**src/rtl/jtopl_wrqueue_pkg.sv**
```systemverilog
// Shared types and timing constants for the OPL write queue.
package jtopl_pkg;

    typedef enum logic [1:0] {
        IDLE,
        STROBE,
        WAIT
    } wrq_state_e;

    localparam int OPL_ADDR_WAIT = 12;
    localparam int OPL_DATA_WAIT = 84;

    // Width able to hold max(a,d)-1, never below one bit
    function automatic int cnt_width(int a, int d);
        int m;
        m = (a > d) ? a : d;
        return (m < 2) ? 1 : $clog2(m);
    endfunction

endpackage

```
**src/rtl/jtopl_wrqueue_if.sv**
```systemverilog
// Host-side write port of the OPL write queue.
interface jtopl_wrqueue_if #(
    parameter int DEPTH = 8
);
    localparam int LW = $clog2(DEPTH) + 1;

    logic          h_wr;
    logic          h_addr;
    logic [7:0]    h_din;
    logic          h_full;
    logic [LW-1:0] h_level;

    modport master (
        output h_wr, h_addr, h_din,
        input  h_full, h_level
    );

    modport slave (
        input  h_wr, h_addr, h_din,
        output h_full, h_level
    );
endinterface

```
**src/rtl/jtopl_wrqueue_fifo.sv**
```systemverilog
// Synchronous FIFO with occupancy count; full is taken from
// the pre-edge level, so a push while full is always refused.
module jtopl_wrqueue_fifo #(
    parameter int DEPTH = 8,
    parameter int W     = 9
) (
    input  logic                     clk,
    input  logic                     rst_n,
    input  logic                     push_i,
    input  logic [W-1:0]             din_i,
    input  logic                     pop_i,
    output logic [W-1:0]             dout_o,
    output logic                     full_o,
    output logic                     empty_o,
    output logic [$clog2(DEPTH):0]   level_o
);
    localparam int PW = $clog2(DEPTH);
    localparam int LW = PW + 1;
    localparam logic [LW-1:0] FULL_L = LW'(DEPTH);

    logic [W-1:0]  mem [DEPTH];
    logic [PW-1:0] wr_q, wr_d;
    logic [PW-1:0] rd_q, rd_d;
    logic [LW-1:0] lvl_q, lvl_d;
    logic          push_ok;
    logic          pop_ok;

    assign full_o  = (lvl_q == FULL_L);
    assign empty_o = (lvl_q == '0);
    assign level_o = lvl_q;
    assign dout_o  = mem[rd_q];

    assign push_ok = push_i & ~full_o;
    assign pop_ok  = pop_i & ~empty_o;

    always_comb begin
        wr_d  = wr_q;
        rd_d  = rd_q;
        lvl_d = lvl_q;
        if (push_ok) wr_d = wr_q + 1'b1;
        if (pop_ok)  rd_d = rd_q + 1'b1;
        unique case ({push_ok, pop_ok})
            2'b10:   lvl_d = lvl_q + 1'b1;
            2'b01:   lvl_d = lvl_q - 1'b1;
            default: lvl_d = lvl_q;
        endcase
    end

    always_ff @(posedge clk) begin
        if (!rst_n) begin
            wr_q  <= '0;
            rd_q  <= '0;
            lvl_q <= '0;
        end else begin
            wr_q  <= wr_d;
            rd_q  <= rd_d;
            lvl_q <= lvl_d;
        end
    end

    always_ff @(posedge clk) begin
        if (push_ok) mem[wr_q] <= din_i;
    end

endmodule

```
**src/rtl/jtopl_wrqueue.sv**
```systemverilog
// Buffers host writes and replays them to the OPL port with recovery gaps.
// Optional JTOPL_WRQUEUE_OVFCNT_EN builds a saturating dropped-write counter.
module jtopl_wrqueue
    import jtopl_pkg::*;
#(
    parameter int DEPTH     = 8,
    parameter int ADDR_WAIT = OPL_ADDR_WAIT,
    parameter int DATA_WAIT = OPL_DATA_WAIT
) (
    input  logic             clk,
    input  logic             rst_n,
    input  logic             cen,
    jtopl_wrqueue_if.slave   h,
    output logic             busy,
    output logic             ovf,
    output logic [7:0]       opl_din,
    output logic             opl_addr,
    output logic             opl_cs_n,
    output logic             opl_wr_n,
    output logic [7:0]       ovf_cnt
);
    localparam int CW = cnt_width(ADDR_WAIT, DATA_WAIT);
    localparam logic [CW-1:0] AW_L = CW'(ADDR_WAIT - 1);
    localparam logic [CW-1:0] DW_L = CW'(DATA_WAIT - 1);

    wrq_state_e    state_q, state_d;
    logic [CW-1:0] cnt_q, cnt_d;
    logic [7:0]    din_q, din_d;
    logic          addr_q, addr_d;
    logic          strb_q, strb_d;
    logic          ovf_q;
    logic          pop;
    logic          full;
    logic          empty;
    logic          rej;
    logic [8:0]    head;
    logic [$clog2(DEPTH):0] level;

    jtopl_wrqueue_fifo #(
        .DEPTH (DEPTH),
        .W     (9)
    ) u_fifo (
        .clk     (clk),
        .rst_n   (rst_n),
        .push_i  (h.h_wr),
        .din_i   ({h.h_addr, h.h_din}),
        .pop_i   (pop),
        .dout_o  (head),
        .full_o  (full),
        .empty_o (empty),
        .level_o (level)
    );

    assign h.h_full  = full;
    assign h.h_level = level;
    assign rej       = h.h_wr & full;

    always_comb begin
        state_d = state_q;
        cnt_d   = cnt_q;
        din_d   = din_q;
        addr_d  = addr_q;
        strb_d  = strb_q;
        pop     = 1'b0;
        if (cen) begin
            unique case (state_q)
                IDLE: begin
                    if (!empty) begin
                        {addr_d, din_d} = head;
                        strb_d  = 1'b1;
                        pop     = 1'b1;
                        state_d = STROBE;
                    end
                end
                STROBE: begin
                    strb_d  = 1'b0;
                    cnt_d   = addr_q ? DW_L : AW_L;
                    state_d = WAIT;
                end
                WAIT: begin
                    if (cnt_q == '0) state_d = IDLE;
                    else             cnt_d   = cnt_q - 1'b1;
                end
                default: state_d = IDLE;
            endcase
        end
    end

    always_ff @(posedge clk) begin
        if (!rst_n) begin
            state_q <= IDLE;
            cnt_q   <= '0;
            din_q   <= '0;
            addr_q  <= 1'b0;
            strb_q  <= 1'b0;
            ovf_q   <= 1'b0;
        end else begin
            state_q <= state_d;
            cnt_q   <= cnt_d;
            din_q   <= din_d;
            addr_q  <= addr_d;
            strb_q  <= strb_d;
            ovf_q   <= ovf_q | rej;
        end
    end

    assign opl_din  = din_q;
    assign opl_addr = addr_q;
    assign opl_cs_n = ~strb_q;
    assign opl_wr_n = ~strb_q;
    assign ovf      = ovf_q;
    assign busy     = (state_q != IDLE) | (level != '0);

`ifdef JTOPL_WRQUEUE_OVFCNT_EN
    logic [7:0] ocnt_q;

    always_ff @(posedge clk) begin
        if (!rst_n)                     ocnt_q <= '0;
        else if (rej && ocnt_q != 8'hff) ocnt_q <= ocnt_q + 8'd1;
    end

    assign ovf_cnt = ocnt_q;
`else
    assign ovf_cnt = 8'd0;
`endif

endmodule

```
**src/flat_wrapper.sv**
```systemverilog
// flat-port wrapper written by rule: the top's interface ports become plain ports
module jtopl_wrqueue_flat import jtopl_pkg::*;
#(
    parameter int DEPTH     = 8,
    parameter int ADDR_WAIT = OPL_ADDR_WAIT,
    parameter int DATA_WAIT = OPL_DATA_WAIT
)
  (clk, rst_n, cen, busy, ovf, opl_din, opl_addr, opl_cs_n, opl_wr_n, ovf_cnt, h_h_wr, h_h_addr, h_h_din, h_h_full, h_h_level);
  jtopl_wrqueue_if #(.DEPTH(DEPTH)) h_i ();
  input  logic clk;
  input  logic rst_n;
  input  logic cen;
  output logic busy;
  output logic ovf;
  output logic [7:0] opl_din;
  output logic opl_addr;
  output logic opl_cs_n;
  output logic opl_wr_n;
  output logic [7:0] ovf_cnt;
  input wire logic [$bits(h_i.h_wr)-1:0] h_h_wr;
  input wire logic [$bits(h_i.h_addr)-1:0] h_h_addr;
  input wire logic [$bits(h_i.h_din)-1:0] h_h_din;
  output wire logic [$bits(h_i.h_full)-1:0] h_h_full;
  output wire logic [$bits(h_i.h_level)-1:0] h_h_level;
  assign h_i.h_wr = h_h_wr;
  assign h_i.h_addr = h_h_addr;
  assign h_i.h_din = h_h_din;
  assign h_h_full = h_i.h_full;
  assign h_h_level = h_i.h_level;
  jtopl_wrqueue #(.DEPTH(DEPTH), .ADDR_WAIT(ADDR_WAIT), .DATA_WAIT(DATA_WAIT)) u_core (.clk(clk), .rst_n(rst_n), .cen(cen), .h(h_i), .busy(busy), .ovf(ovf), .opl_din(opl_din), .opl_addr(opl_addr), .opl_cs_n(opl_cs_n), .opl_wr_n(opl_wr_n), .ovf_cnt(ovf_cnt));
endmodule
```
**config.mk**
```make
export PLATFORM = sky130hd
export DESIGN_NAME = jtopl_wrqueue_flat
export DESIGN_NICKNAME = d
export VERILOG_FILES = /design/src/rtl/jtopl_wrqueue_pkg.sv /design/src/rtl/jtopl_wrqueue_if.sv /design/src/rtl/jtopl_wrqueue_fifo.sv /design/src/rtl/jtopl_wrqueue.sv /design/src/flat_wrapper.sv
export SDC_FILE = /design/constraint.sdc
export NUM_CORES = 1
export LEC_CHECK = 0
export ABC_AREA = 0
export BUFFER_PORTS_ARGS = -buffer_cell sky130_fd_sc_hd__buf_2
export CORE_ASPECT_RATIO = 1.75
export CORE_MARGIN = 4
export CORE_UTILIZATION = 25
export CTS_BUF_LIST = sky130_fd_sc_hd__clkbuf_2
export DETAILED_ROUTE_END_ITERATION = 10
export GPL_TIMING_DRIVEN = 0
export HOLD_SLACK_MARGIN = 0.05
export SLEW_MARGIN = 40
export SYNTH_ARGS = -nofsm -noshare
export SYNTH_HDL_FRONTEND = slang
export SYNTH_SLANG_ARGS = --single-unit
```
**constraint.sdc**
```tcl
create_clock -name clk -period 2.8 [get_ports clk]
set_clock_uncertainty 0.05 [all_clocks]
set_input_delay 0.28 -clock clk [delete_from_list [all_inputs] [get_ports clk]]
set_output_delay 0.28 -clock clk [all_outputs]
set_load 0.05 [all_outputs]
```
Word level (Yosys, flattened, before mapping) --
Memories as Yosys holds them, arrays and structs flattened. A register that Yosys moved wholly into a read port is not among the register bits. Index checks and enable logic that the tools add are counted.
Storage, ports and cells: flip-flop bits (word level) 21, bits in writable memories 72, input bits 13, output and inout port bits 26, logic and storage cells 56, memories kept 1
Operators by class: add/sub/neg operators 5, eq/ne operators 8, muxes and demuxes 14, bitwise operators 8, reduce and logical (&&, ||, !) cells 13
Memory list:
- u_core.u_fifo.mem | words 8, width 9, read ports 1, clocked after memory_dff 1, write ports 1, RTL line jtopl_wrqueue_fifo.sv:21 | logic [W-1:0] mem [DEPTH];
Operator list (number):
- 2-to-1 mux 7 bit | 2
- case mux 7 bit (2 select lines) | 1
- AND reduction 3 bit | 4
- case mux 4 bit (2 select lines) | 1
- nonzero test 2 bit | 4
- logical NOT 7 bit | 1
- subtractor 7 x 1 -> 7 bit, second input constant | 1
- adder 3 x 1 -> 3 bit, second input constant | 2
- 2-to-1 mux 1 bit | 6
- case mux 2 bit (3 select lines) | 1
- adder 4 x 1 -> 4 bit, second input constant | 1
- == test 2 x 1 -> 1 bit, second input constant | 2
- == test 2 bit, second input constant | 2
- == test 4 bit, second input constant | 1
- logical NOT 4 bit | 1
- 2-to-1 mux 2 bit | 2
- != test 2 bit, second input constant | 2
- nonzero test 4 bit | 1
- subtractor 4 x 1 -> 4 bit, second input constant | 1
- AND 1 bit | 3
- NOT 1 bit | 3
- logical NOT 2 bit | 1
- != test 2 x 1 -> 1 bit, second input constant | 1
- OR 1 bit | 2
- other kinds (2) | 2

Longest topological paths before layout --
depth in word-level cells 7, depth in mapped cells 11, depth with buffers taken out 9

Hierarchy --
Synthesis repeated with hierarchy kept, for this count alone.
Unflattened totals: cell total of the unflattened synthesis 309, area, all modules 4459.3 um^2
By module, submodules not included:
- jtopl_wrqueue_fifo | times used 1, cells an instance 178, area each 3400.8 um^2, sequential area each 2422.3 um^2
- jtopl_wrqueue | times used 1, cells an instance 131, area each 1058.5 um^2, sequential area each 400.4 um^2

Worst setup path after synthesis --
No wires, ideal clock.
kind register -> register, start register u_core.u_fifo.lvl_q[0], in the netlist u_core.u_fifo.level_o[0], end register u_core.u_fifo.lvl_q[3], in the netlist u_core.u_fifo.level_o[3], library setup time 0.072 ns, arrival 2.660 ns, data required time 2.678 ns, setup slack 0.018 ns, cell stages (with the launch flop) 10, path buffers 1, clock period less this slack 2.782 ns, cells stage by stage dfxtp_1 > nor4_2 > nor3_2 > clkbuf_1 > ha_1 > ha_1 > a21o_1 > a21oi_1 > mux2i_1 > mux2i_1
On the way: word-level cells in the longest chain between the ends 7, elaborated cells between the ends (all ways) 15, classes of those cells 2 x add/sub; 3 x eq/ne; 4 x mux; 4 x bitwise; 2 x reduce/logical
RTL lines:
- from (decl) | RTL line jtopl_wrqueue_fifo.sv:24 | logic [LW-1:0] lvl_q, lvl_d;
- from (signal assigned) | RTL line jtopl_wrqueue_fifo.sv:57 | lvl_q <= lvl_d;
- logical NOT 4 bit (*) | RTL line jtopl_wrqueue_fifo.sv:29 | assign empty_o = (lvl_q == '0);
- 2-to-1 mux 1 bit | RTL line jtopl_wrqueue.sv:68 | if (!empty) begin
- 2-to-1 mux 1 bit | RTL line jtopl_wrqueue.sv:66 | unique case (state_q)
- 2-to-1 mux 1 bit | RTL line jtopl_wrqueue.sv:65 | if (cen) begin
- AND 1 bit (*) | RTL line jtopl_wrqueue_fifo.sv:34 | assign pop_ok = pop_i & ~empty_o;
- net u_core.u_fifo.pop_ok | RTL line jtopl_wrqueue_fifo.sv:26 | logic pop_ok;
- == test 2 x 1 -> 1 bit / == test 2 bit (equally long branches) | RTL line jtopl_wrqueue_fifo.sv:42 | unique case ({push_ok, pop_ok})
- case mux 4 bit (2 select lines) / nonzero test 2 bit (equally long branches)
The timed path passes the listed nets; every way through them passes the cells marked *. A chain may end at the register's enable or synchronous reset.

Worst setup path after layout --
start register u_core.u_fifo.lvl_q[3], in the netlist u_core.u_fifo.level_o[3], end register u_core.u_fifo.lvl_q[3], in the netlist u_core.u_fifo.level_o[3]
On the way: word-level cells in the longest chain between the ends 7, elaborated cells between the ends (all ways) 15, classes of those cells 2 x add/sub; 3 x eq/ne; 4 x mux; 4 x bitwise; 2 x reduce/logical
RTL lines (RTL line):
- logical NOT 4 bit | jtopl_wrqueue_fifo.sv:29
- 2-to-1 mux 1 bit | jtopl_wrqueue.sv:68
- 2-to-1 mux 1 bit | jtopl_wrqueue.sv:66
- 2-to-1 mux 1 bit | jtopl_wrqueue.sv:65
- AND 1 bit | jtopl_wrqueue_fifo.sv:34
- == test 2 x 1 -> 1 bit / == test 2 bit (equally long branches) | jtopl_wrqueue_fifo.sv:42
- case mux 4 bit (2 select lines) / nonzero test 2 bit (equally long branches)
Several ways; a longest one is shown, not always the timed one.

==> impl_metrics.py <==
metrics = {
    "power": {
        "cellLeakagePower_nw": 1.798,
        "finalPower_w": 0.004112,
        "peakVddDrop_v": 0.0002539,
        "p_per_area_nw_per_um2": 805.4,
    },
    "route": {
        "drt_iter0_markers": 160,
        "final_antenna_net_count": 0,
        "finalWirelength_mm": 9.066,
        "drtPass1Iterations": 4,
        "avgViaCountPerCell": 4.367,
        "post_drt_wl_per_cell_um": 15.26,
        "drc_errors": 0,
        "routed-via-count": 2594,
    },
    "setup_path": {
        "cp-start-kind": "register",
        "reg2reg_to": "u_core.u_fifo.level_o[3]",
        "cp_max_fo": 7,
        "arrival_ns": 3.18,
        "endpoint": "u_core.u_fifo.level_o[3]",
        "crit_path_end_kind": "register",
        "r2r_slack_ns": 0.14,
        "cp_cell_sequence": "or4b_1 > buf_2 > nand2_4 > ha_1 > ha_1 > a21o_1 > a21oi_1 > mux2i_1 > mux2i_1",
        "criticalPathCategory": "reg -> reg",
        "max_stage_delay_ns": 0.53,
        "startpoint": "u_core.u_fifo.level_o[3]",
        "slowest_stage": "dfxtp_1",
        "r2r_cells": 9,
        "critPathRequiredTime_ns": 3.31,
        "worstReg2RegStart": "u_core.u_fifo.level_o[3]",
    },
    "cells_and_area": {
        "final_common_cell": "edfxtp_1",
        "nets": 382,
        "design_area_um2": 5105,
        "area_growth_syn_to_layout_pct": 18.85,
        "final_cell_mix": "72 x edfxtp_1, 36 x buf_2, 28 x dfxtp_1",
        "drive_gt1_share_pct": 29.23,
    },
    "timing": {
        "fin_crit_ns": 2.662,
        "setup_viol": 0,
        "drv_slew": 0,
        "worstMarginPinSlew_ns": 0.6463,
        "slew_headroom_pct": 56.87,
        "rsz0062_at_grt": "false",
        "tns_ns": 0,
        "hold_viol": 0,
        "fin_crit_sh_pct": 95.08,
        "fmax_ghz": 0.3756,
    },
    "grt": {
        "gr-usage-all-layers_pct": 9.816,
        "grt_overflow": 0,
        "grt_start_max_net_pins": 21,
        "antenna_found_initial": 1,
        "grt_pass1_vias": 2649,
        "grt_pass1_wl_mm": 14.46,
    },
    "clock_tree": {
        "clk_latency_ns": 0.62,
        "cts_tree": "built",
        "clock_path_buffers": 2,
        "clkTransAtPathRegs_ns": 0.33,
        "cts_made_buffers": 9,
        "cts-root-buf": "clkbuf_2",
        "cts_sinks": 102,
        "cts_max_level": 3,
    },
    "logic_synthesis": {
        "ys_seq_area_share_pct": 64.32,
        "ys_warn_count": 0,
        "netlist_instances": 294,
        "async_flop_share_pct": 0,
        "synth_flop_cell": "edfxtp_1",
        "synth_edf_count": 72,
        "syn_area_um2": 4295,
        "ys_ff_latch": 102,
        "avgSynthCellArea_um2": 14.61,
        "ys_types": 49,
    },
    "floorplan": {
        "die-height_um": 181.4,
        "initial_core_util_pct": 25.35,
        "ioPinCount": 39,
        "die_x_um": 107.1,
        "core-area_um2": 16950,
        "die_area_um2": 19430,
        "num_rows": 63,
    },
    "worst_hold_path": {
        "hold_path_class": "in -> reg",
        "holdCritStartpoint": "h_h_din[1]",
    },
    "place": {
        "io_buffers": 29,
        "hpwl_mm": 6.499,
        "gp_congestion": 0.7809,
        "dpl_cell_area_um2": 4836,
    },
    "flow_run": {
        "drv_cap": 0,
    },
    "outcome": {
        "outcome": "finished clean",
    },
}
-- state kept, by name (all words and copies together), names as in the netlist --
register	count
u_core.cnt_q	7
u_core.u_fifo.mem	72
u_core.ovf	1
u_core.u_fifo.level_o	4
u_core.u_fifo.rd_q	3
u_core.state_q	2
u_core.u_fifo.wr_q	3
u_core.strb_q	1
u_core.opl_din	8
u_core.opl_addr	1
-- worst min-delay path by stage --
stage                                    to  slack (ns)  cells after the start
floorplan           u_core.u_fifo.mem[0][0]        0.33                      0
global placement                 u_core.ovf        0.40                      2
detailed placement               u_core.ovf        0.42                      2
CTS                 u_core.u_fifo.mem[4][1]        0.36                      2
global route        u_core.u_fifo.mem[0][1]        0.35                      2
finish              u_core.u_fifo.mem[6][1]        0.38                      2
-- stage by stage --
stage | setup slack [ns] | hold WS (ns) | util (%) | instances
global route | 0.009823 | 0.3524 | 30.12 | 594
detailed placement | -0.07378 | 0.4159 | 28.53 | 563
floorplan | 0.01822 | 0.3289 | - | 301
CTS | 0.1089 | 0.3643 | 30.05 | 592
global placement | -0.3205 | 0.3950 | 28.03 | 557
finish | 0.1377 | 0.3823 | 30.12 | 594
-- layer usage --
layer	GRT usage (%)	vias up	wire length (µm)
met5	0	-	0
met4	4.608	0	209
met3	1.921	13	400
met2	17.53	70	4883
met1	11.03	1284	3573
li1	-	1227	-
-- cells by family after synthesis --
family | count (synthesis) | synth area share (%)
xor gates and xnor gates | 7 | 1.427
muxes | 30 | 12.23
adders and majority gates | 8 | 2.505
and+or+nand+nor | 63 | 8.360
other | 1 | 0.08730
DFF | 102 | 64.32
buffers and inverters | 34 | 4.165
AOI/OAI and AO/OA | 49 | 6.904
-- critical path: cells and delay by family, from the launching register on --
kind | cells | cell delay, ns
DFF | 1 | 0.53
AOI/OAI and AO/OA | 2 | 0.35
adders and majority gates | 2 | 0.48
buffers and inverters | 1 | 0.18
muxes | 2 | 0.44
and+or+nand+nor | 2 | 0.61
-- final cells by class --
class	instances	area [µm²]
fill	1695	11840
sequential	102	2765
multi-input combinational	165	1423
timing repair buffer	49	332.8
tap	227	284.0
buffer	23	140.1
clock inverter	7	71.32
clock buffer	9	45.04
inverter	11	41.29
antenna	1	2.502
-- where the power goes --
part	internal, W	total [W]	switching (W)	leakage (nW)
logic	0.000542	0.00151	0.000966	0.825
registers	0.00178	0.00190	0.000120	0.899
clock network	0.000153	0.000704	0.000552	0.0744
total	0.00247	0.00411	0.00164	1.80
-- cells in the mapped netlist, types with 5 or more instances --
master	n	area share, %
edfxtp_1	72	50
dfxtp_1	30	14
nor2_1	23	2.0
a21oi_1	22	2.6
mux4_2	18	9.4
o21ai_0	13	1.5
mux2i_1	12	2.8
inv_1	11	0.96
buf_4	10	1.7
ha_1	7	2.0
clkbuf_1	6	0.52
nand2_1	6	0.52
nand2b_1	6	0.87
nand3_1	5	0.58
nor3_1	5	0.58
-- timing repair --
item,in CTS,in global routing
buffers inserted,0,1
setup endpoints to repair,1,1
endpoints found under the hold margin,82,0
hold buffers,13,0
resized for setup,2,3
pin swaps,0,1
Note: power is estimated with default switching activity, not from simulation.
